`src/rtl/pc_trace_monitor.sv`:
```
// Program-counter trace monitor: classifies each pc step as sequential, stall or jump,
// counts stalls/jumps and queues {from,to} pairs of every jump in a small trace FIFO.
module pc_trace_monitor #(
  parameter int PC_WIDTH  = 8,
  parameter int DEPTH     = 8,
  parameter int CNT_WIDTH = 16
) (
  input  logic                 clk,
  input  logic                 rst,
  input  logic [PC_WIDTH-1:0]  pc,
  input  logic                 clear,
  output logic                 trace_valid,
  input  logic                 trace_ready,
  output logic [PC_WIDTH-1:0]  trace_from,
  output logic [PC_WIDTH-1:0]  trace_to,
  output logic [CNT_WIDTH-1:0] jump_cnt,
  output logic [CNT_WIDTH-1:0] stall_cnt,
  output logic                 overflow
);

  localparam int AW = $clog2(DEPTH);

  function automatic logic [CNT_WIDTH-1:0] sat_inc(input logic [CNT_WIDTH-1:0] v);
    return (&v) ? v : v + CNT_WIDTH'(1);
  endfunction

  logic [PC_WIDTH-1:0]   prev_pc_p1;
  logic                  vld_p1;
  logic [PC_WIDTH-1:0]   seq_pc;
  logic                  is_stall;
  logic                  is_jump;
  logic [2*PC_WIDTH-1:0] mem [DEPTH];
  logic [AW:0]           wr_ptr;
  logic [AW:0]           rd_ptr;
  logic                  empty;
  logic                  full;
  logic                  pop;
  logic                  push_ok;
  logic                  drop;

  // Stage p1: previous pc, unclassified until one cycle has been sampled
  always_ff @(posedge clk) begin
    if (!rst) begin
      prev_pc_p1 <= '0;
      vld_p1     <= 1'b0;
    end else begin
      prev_pc_p1 <= pc;
      vld_p1     <= 1'b1;
    end
  end

  // Classification against p1: seq compare wraps at PC_WIDTH bits
  assign seq_pc   = prev_pc_p1 + PC_WIDTH'(1);
  assign is_stall = vld_p1 && (pc == prev_pc_p1);
  assign is_jump  = vld_p1 && (pc != prev_pc_p1) && (pc != seq_pc);

  // Extra pointer bit tells full from empty so every slot is usable
  assign empty   = (wr_ptr == rd_ptr);
  assign full    = (wr_ptr[AW] != rd_ptr[AW]) && (wr_ptr[AW-1:0] == rd_ptr[AW-1:0]);
  assign pop     = !empty && trace_ready && !clear;
  assign push_ok = rst && !clear && is_jump && (!full || pop);
  assign drop    = rst && !clear && is_jump && full && !pop;

  always_ff @(posedge clk) begin
    if (!rst) begin
      wr_ptr    <= '0;
      rd_ptr    <= '0;
      jump_cnt  <= '0;
      stall_cnt <= '0;
      overflow  <= 1'b0;
    end else if (clear) begin
      wr_ptr    <= '0;
      rd_ptr    <= '0;
      jump_cnt  <= '0;
      stall_cnt <= '0;
      overflow  <= 1'b0;
    end else begin
      if (is_stall) stall_cnt <= sat_inc(stall_cnt);
      if (is_jump)  jump_cnt  <= sat_inc(jump_cnt);
      if (pop)      rd_ptr    <= rd_ptr + (AW+1)'(1);
      if (push_ok)  wr_ptr    <= wr_ptr + (AW+1)'(1);
      if (drop)     overflow  <= 1'b1;
    end
  end

  always_ff @(posedge clk) begin
    if (push_ok) mem[wr_ptr[AW-1:0]] <= {prev_pc_p1, pc};
  end

  assign trace_valid = !empty;
  assign trace_from  = mem[rd_ptr[AW-1:0]][2*PC_WIDTH-1:PC_WIDTH];
  assign trace_to    = mem[rd_ptr[AW-1:0]][PC_WIDTH-1:0];

endmodule

```
`config.mk`:
```
export PLATFORM = sky130hd
export DESIGN_NAME = pc_trace_monitor
export DESIGN_NICKNAME = d
export VERILOG_FILES = /design/src/rtl/pc_trace_monitor.sv
export SDC_FILE = /design/constraint.sdc
export NUM_CORES = 1
export LEC_CHECK = 0
export BUFFER_PORTS_ARGS = -buffer_cell sky130_fd_sc_hd__buf_2
export CAP_MARGIN = 40
export CELL_PAD_IN_SITES_DETAIL_PLACEMENT = 0
export CELL_PAD_IN_SITES_GLOBAL_PLACEMENT = 1
export CORE_MARGIN = 4
export CORE_UTILIZATION = 50
export CTS_BUF_LIST = sky130_fd_sc_hd__clkbuf_16
export CTS_CLUSTER_SIZE = 40
export DETAILED_ROUTE_END_ITERATION = 12
export PLACE_DENSITY_LB_ADDON = 0.1
export SETUP_SLACK_MARGIN = 0.1
export SLEW_MARGIN = 40
export SYNTH_ARGS = -nofsm -noshare
export SYNTH_HDL_FRONTEND = slang
export SYNTH_SLANG_ARGS = --single-unit
```
`constraint.sdc`:
```
create_clock -name clk -period 5.35 [get_ports clk]
set_clock_uncertainty 0.2 [all_clocks]
set_input_delay 0.535 -clock clk [delete_from_list [all_inputs] [get_ports clk]]
set_output_delay 0.535 -clock clk [all_outputs]
set_load 0.02 [all_outputs]
```
==> results.yml, run 1 <==
critical_path:
  cp_slowest_cell: "nor3b_2"
  slowest_delay_ps: 630
  cp_common_cell: "a211o_1"
  worstPathArrival_ps: 3520
  crit_chain: "ha_1 > nor2_1 > a211o_1 > a31oi_2 > a211o_1 > nand3_1 > nor3b_2 > buf_4"
  crit_required_ps: 5270
  critPathBufInv: 1
  cp-end-kind: "flop"
  worstSetupPathType: "reg -> reg"
  critPathLaunchType: "flop"
  cp_top_family: "simple AND/OR/NAND/NOR gates"
  critPathMaxFanout: 14
logic_synthesis:
  synth_area_leader_cell: "edfxtp_1"
  synth_nets: 520
  synth_flop_cell: "edfxtp_1"
  synth_edf_count: 128
  ys_warn_count: 0
  netlist_area_sq_um: 7540
  synthTopCellsByArea: "edfxtp_1, dfxtp_1, mux4_2"
  synth_top_area_share_pct: 50.9
  yosysSeqAreaShare_pct: 65.0
  async_flop_share_pct: 0
  synth.avg_cell_area_sq_um: 15.0
  synth.distinct_cells: 55
  synthCells: 503
  synth-seq-cells: 181
floorplanning:
  die_x_um: 131
  initial_core_util_pct: 51.5
  coreArea_sq_um: 14600
  rows: 44
  ios: 62
  die_area_sq_um: 17100
  die-height_um: 131
power:
  p_total_mw: 2.81
  power.density_nw_per_um2: 325
  vdd_ir_drop_max_v: 0.000207
  leakagePower_nw: 2.87
global_route:
  grt_max_degree: 33
  gr-total-overflow: 0
  antenna_found_initial: 0
  grt_pass1_wl_mm: 23.6
  grt_usage_pct: 18.1
  grt_pass1_vias: 4420
final_layout:
  mostFrequentLayoutCells: "edfxtp_1, buf_2, dfxtp_1"
  drive_gt1_share_pct: 29.0
  n_antenna_cell: 0
  design_area_sq_um: 8660
  areaGrowthSynthToFinish_pct: 14.8
  final_common_cell: "edfxtp_1"
  nNetsFinal: 588
  fill_cells: 1157
clock_tree:
  post-cts-setup-buffers: 0
  hold_buffers: 0
  cts_buffers: 17
  cts-root-buf: "clkbuf_16"
  clk_pin_slew_ps: 60
  htreeDepth: 4
  cts_resized: 0
  cts_max_path_buffers: 2
  clock-sinks: 181
  clk_latency_ps: 420
  cts_tree: "built"
detailed_routing:
  routed_wl_mm: 14.7
  drc: 0
  vias: 4422
  wl_per_cell_um: 19.2
  via_per_inst: 5.77
  ant_nets: 0
  dr.pass1.iters: 5
  first_iter_violations: 258
sta:
  finalSetupViolCount: 0
  fin_crit_ps: 3600
  fmax_ghz: 0.278
  slew_headroom_pct: 54.3
  tightestPinTransition_ps: 682
  setup-tns-final_ps: 0
  fin_ws_ps: 1750
  rsz0062_at_grt: "false"
  hold_viol_final: 0
  maxSlewViolCount: 0
  fin_crit_sh_pct: 67.2
  whs_ps: 170
placement:
  place_hpwl_mm: 9.24
  place_area_sq_um: 8080
  dp_slack_ps: 1580
  gp_congestion: 0.805
  port_buffers: 61
hold_path:
  hold_path_class: "in -> reg"
job:
  drv_cap: 0
outcome:
  status: "finished clean"
metal layers:
metal / share of wire, % / wire (um) / vias up / track usage, %
met1: 46 / 6730 / 2218 / 25.2
met3: 3.9 / 578 / 15 / 4.76
li1: - / - / 2094 / -
met5: 0 / 0 / - / 0
met4: 1.2 / 170 / 0 / 4.42
met2: 49 / 7210 / 95 / 28.9
cell usage after synthesis, types with 2 or more instances:
cell      number
a211o_1        2
a21oi_1       17
a41oi_1        2
and2_1        12
and3_1        11
and4_1         3
and4b_1        3
buf_1          2
buf_2          6
buf_6          3
clkbuf_1      12
dfxtp_1       53
edfxtp_1     128
ha_1           5
inv_1          7
mux2_2        16
mux2i_1        2
mux4_2        32
nand2_1       21
nand2b_1       4
nand3_1       16
nand4_1       12
nor2_1        26
nor3_1         6
nor3b_1        4
nor4_1         4
nor4_2         2
nor4b_1        6
o211ai_1       3
o21ai_0       13
o21ai_1        2
o31ai_1        4
o41ai_1        2
or3_1          7
or4_1          5
xnor2_1       27
xor2_1         5
cells by family (layout without fill, tap and decap cells):
logic type | count (synthesis) | in the layout | share of synthesized area, %
AND/OR/NAND/NOR | 151 | 151 | 11.7
XOR/XNOR | 32 | 32 | 3.71
adder cells (fa/ha/maj) | 5 | 5 | 0.829
multiplexers | 50 | 50 | 12.2
buffers and inverters | 30 | 110 | 1.89
AO/OA/AOI/OAI | 54 | 54 | 4.63
flip-flops | 181 | 181 | 65.0
state kept, by name, indices dropped and copies added, names as in the netlist, named ones only:
signal,flops
mem,128
jump_cnt,16
stall_cnt,16
prev_pc_p1,8
rd_ptr,4
wr_ptr,4
overflow,1
vld_p1,1
final timing paths:
check | start | to | slack, ps | cells past startpoint
setup reg to reg | prev_pc_p1[1] | mem[2][2] | 1750 | 8
hold / removal | rst | vld_p1 | 170 | 1
hold reg to reg | overflow | overflow | 280 | 1
setup / recovery | prev_pc_p1[1] | mem[2][2] | 1750 | 8
power breakdown:
group          switching [mW]  internal, mW  total [mW]
clock                   0.512         0.680        1.19
combinational          0.0571        0.0387      0.0958
sequential             0.0167          1.51        1.52
final cells by class:
cell class / instances / area (sq um) / area share (%)
clock buffer: 17 / 425 / 4.91
timing repair buffer: 72 / 388 / 4.48
inverter: 7 / 26.3 / 0.303
sequential: 181 / 4910 / 56.7
multi-input combinational: 292 / 2540 / 29.3
clock inverter: 14 / 138 / 1.59
tap: 184 / 230 / 2.66
per-stage QoR:
step	utilization [%]	cells
3_5_place_dp	55.2	735
4_1_cts	59.0	766
5_1_grt	59.1	767
6_report	59.1	767
2_1_floorplan	-	503
3_3_place_gp	55.1	735
worst register-to-register path, stage by stage (launching register included):
cell,delay (ps)
dfxtp_1,620
ha_1,410
nor2_1,90
a211o_1,300
a31oi_2,200
a211o_1,280
nand3_1,250
nor3b_2,630
buf_4,320
(Power assumes the default switching activity.)
==> inputs of run 2 (changes only) <==
clock period = 3.7 ns   (was 5.35 ns; I/O delays follow)
==> results.yml, run 2 (synthesis results as in run 1) <==
final_layout:
  n_antenna_cell: 0
  largest_reg_flops: 128
  final_common_cell: "edfxtp_1"
  areaGrowthSynthToFinish_pct: 16.2
  nNetsFinal: 597
  mostFrequentLayoutCells: "edfxtp_1, buf_2, dfxtp_1"
  drive_gt1_share_pct: 28.8
placement:
  gp_congestion: 0.820
  dp_slack_ps: 543
  port_buffers: 61
  place_hpwl_mm: 9.50
global_route:
  grt_usage_pct: 19.0
  gr-total-overflow: 0
  grt_max_degree: 35
  antenna_found_initial: 0
  grt_pass1_vias: 4487
  grt_pass1_wl_mm: 24.4
clock_tree:
  cts_tree: "built"
  cts_max_path_buffers: 2
  cts_resized: 0
  clock-sinks: 181
  clk_pin_slew_ps: 60
  cts-root-buf: "clkbuf_16"
  post-cts-setup-buffers: 0
  clk_latency_ps: 430
  htreeDepth: 4
  cts_buffers: 17
  hold_buffers: 1
sta:
  setup-tns-final_ps: 0
  tightestPinTransition_ps: 580
  fin_ws_ps: 524
  slew_headroom_pct: 61.3
  fmax_ghz: 0.315
  rsz0062_at_grt: "false"
  maxSlewViolCount: 0
  hold_viol_final: 0
  fin_crit_ps: 3180
  finalSetupViolCount: 0
  fin_crit_sh_pct: 85.9
critical_path:
  worst_r2r_endpoint: "mem[4][12]"
  reg2reg_from: "prev_pc_p1[1]"
  slowest_delay_ps: 590
  reg2reg_slack_ps: 520
  critPathCapture: "mem[4][12]"
  cp-end-kind: "flop"
  startpoint: "prev_pc_p1[1]"
  crit_required_ps: 3600
  cp_slowest_cell: "dfxtp_1"
  reg2reg_depth: 8
  cp_common_cell: "a211o_1"
  worstSetupPathType: "reg -> reg"
  worstPathArrival_ps: 3070
  critPathMaxFanout: 16
  critPathLaunchType: "flop"
  crit_chain: "ha_1 > nor2_1 > a211o_1 > a31oi_2 > a211o_1 > nand3_1 > nor3b_2 > buf_4"
floorplanning:
  die_x_um: 131
  ios: 62
  die_area_sq_um: 17100
  rows: 44
  initial_core_util_pct: 51.5
  coreArea_sq_um: 14600
  die-height_um: 131
detailed_routing:
  routed_wl_mm: 15.2
  vias: 4451
  wl_per_cell_um: 19.5
  via_per_inst: 5.73
  ant_nets: 0
  dr.pass1.iters: 4
  drc: 0
  first_iter_violations: 259
outcome:
  status: "finished clean"
power:
  leakagePower_nw: 2.97
  power.density_nw_per_um2: 477
  vdd_ir_drop_max_v: 0.000297
hold_path:
  min-delay-start: "pc[4]"
  hold_path_class: "in -> reg"
job:
  drv_cap: 0
[run 2: how the worst min path moves through the flow]
stage	to	slack [ps]	cells past startpoint
floorplan	vld_p1	200	0
global placement	overflow	250	1
detailed placement	overflow	260	1
CTS	mem[6][4]	60	1
global route	mem[3][4]	80	1
finish	mem[3][4]	70	1
[run 2: final cells by class]
type                    instances  area (sq um)
repair buffers                 81           458
fillers                      1129          5880
multi-input cells             292          2540
clock inverters                15           175
flip-flops and latches        181          4910
inverters                       7          26.3
clock buffers                  17           425
well taps                     184           230
[run 2: per-layer routing]
metal	vias up	part of all wire, %	track usage (%)
met5	-	0	0
met4	0	2.1	7.14
met3	22	3.1	4.07
met2	91	49	30.4
met1	2220	45	25.9
li1	2118	-	-
[run 2: power by group]
| part | internal [mW] | leakage (nW) | total [mW] | switching, mW |
|---|---|---|---|---|
| registers | 2.18 | 1.59 | 2.20 | 0.0225 |
| logic | 0.0587 | 1.07 | 0.145 | 0.0861 |
| clock network | 1.11 | 0.313 | 1.83 | 0.721 |
| total | 3.35 | 2.97 | 4.18 | 0.830 |
[run 2: worst max-delay path: cells and delay by family (launching register included)]
kind | cells | cell delay, ps
buf+inv | 1 | 330
flops | 1 | 590
fa+ha+maj | 1 | 400
simple gates | 3 | 590
compound gates | 3 | 730
[run 2: metrics by stage]
| stage | cell area, sq um | utilization [%] | instances | power [mW] | hold WS, ps |
|---|---|---|---|---|---|
| global placement | 8150 | 55.6 | 744 | 2.39 | 252 |
| global route | 8770 | 59.9 | 777 | 4.32 | 81.6 |
| floorplan | 7550 | - | 503 | 2.34 | 198 |
| detailed placement | 8150 | 55.6 | 744 | 2.39 | 259 |
| finish | 8770 | 59.9 | 777 | 4.18 | 69.3 |
| CTS | 8760 | 59.8 | 777 | 4.21 | 63.8 |
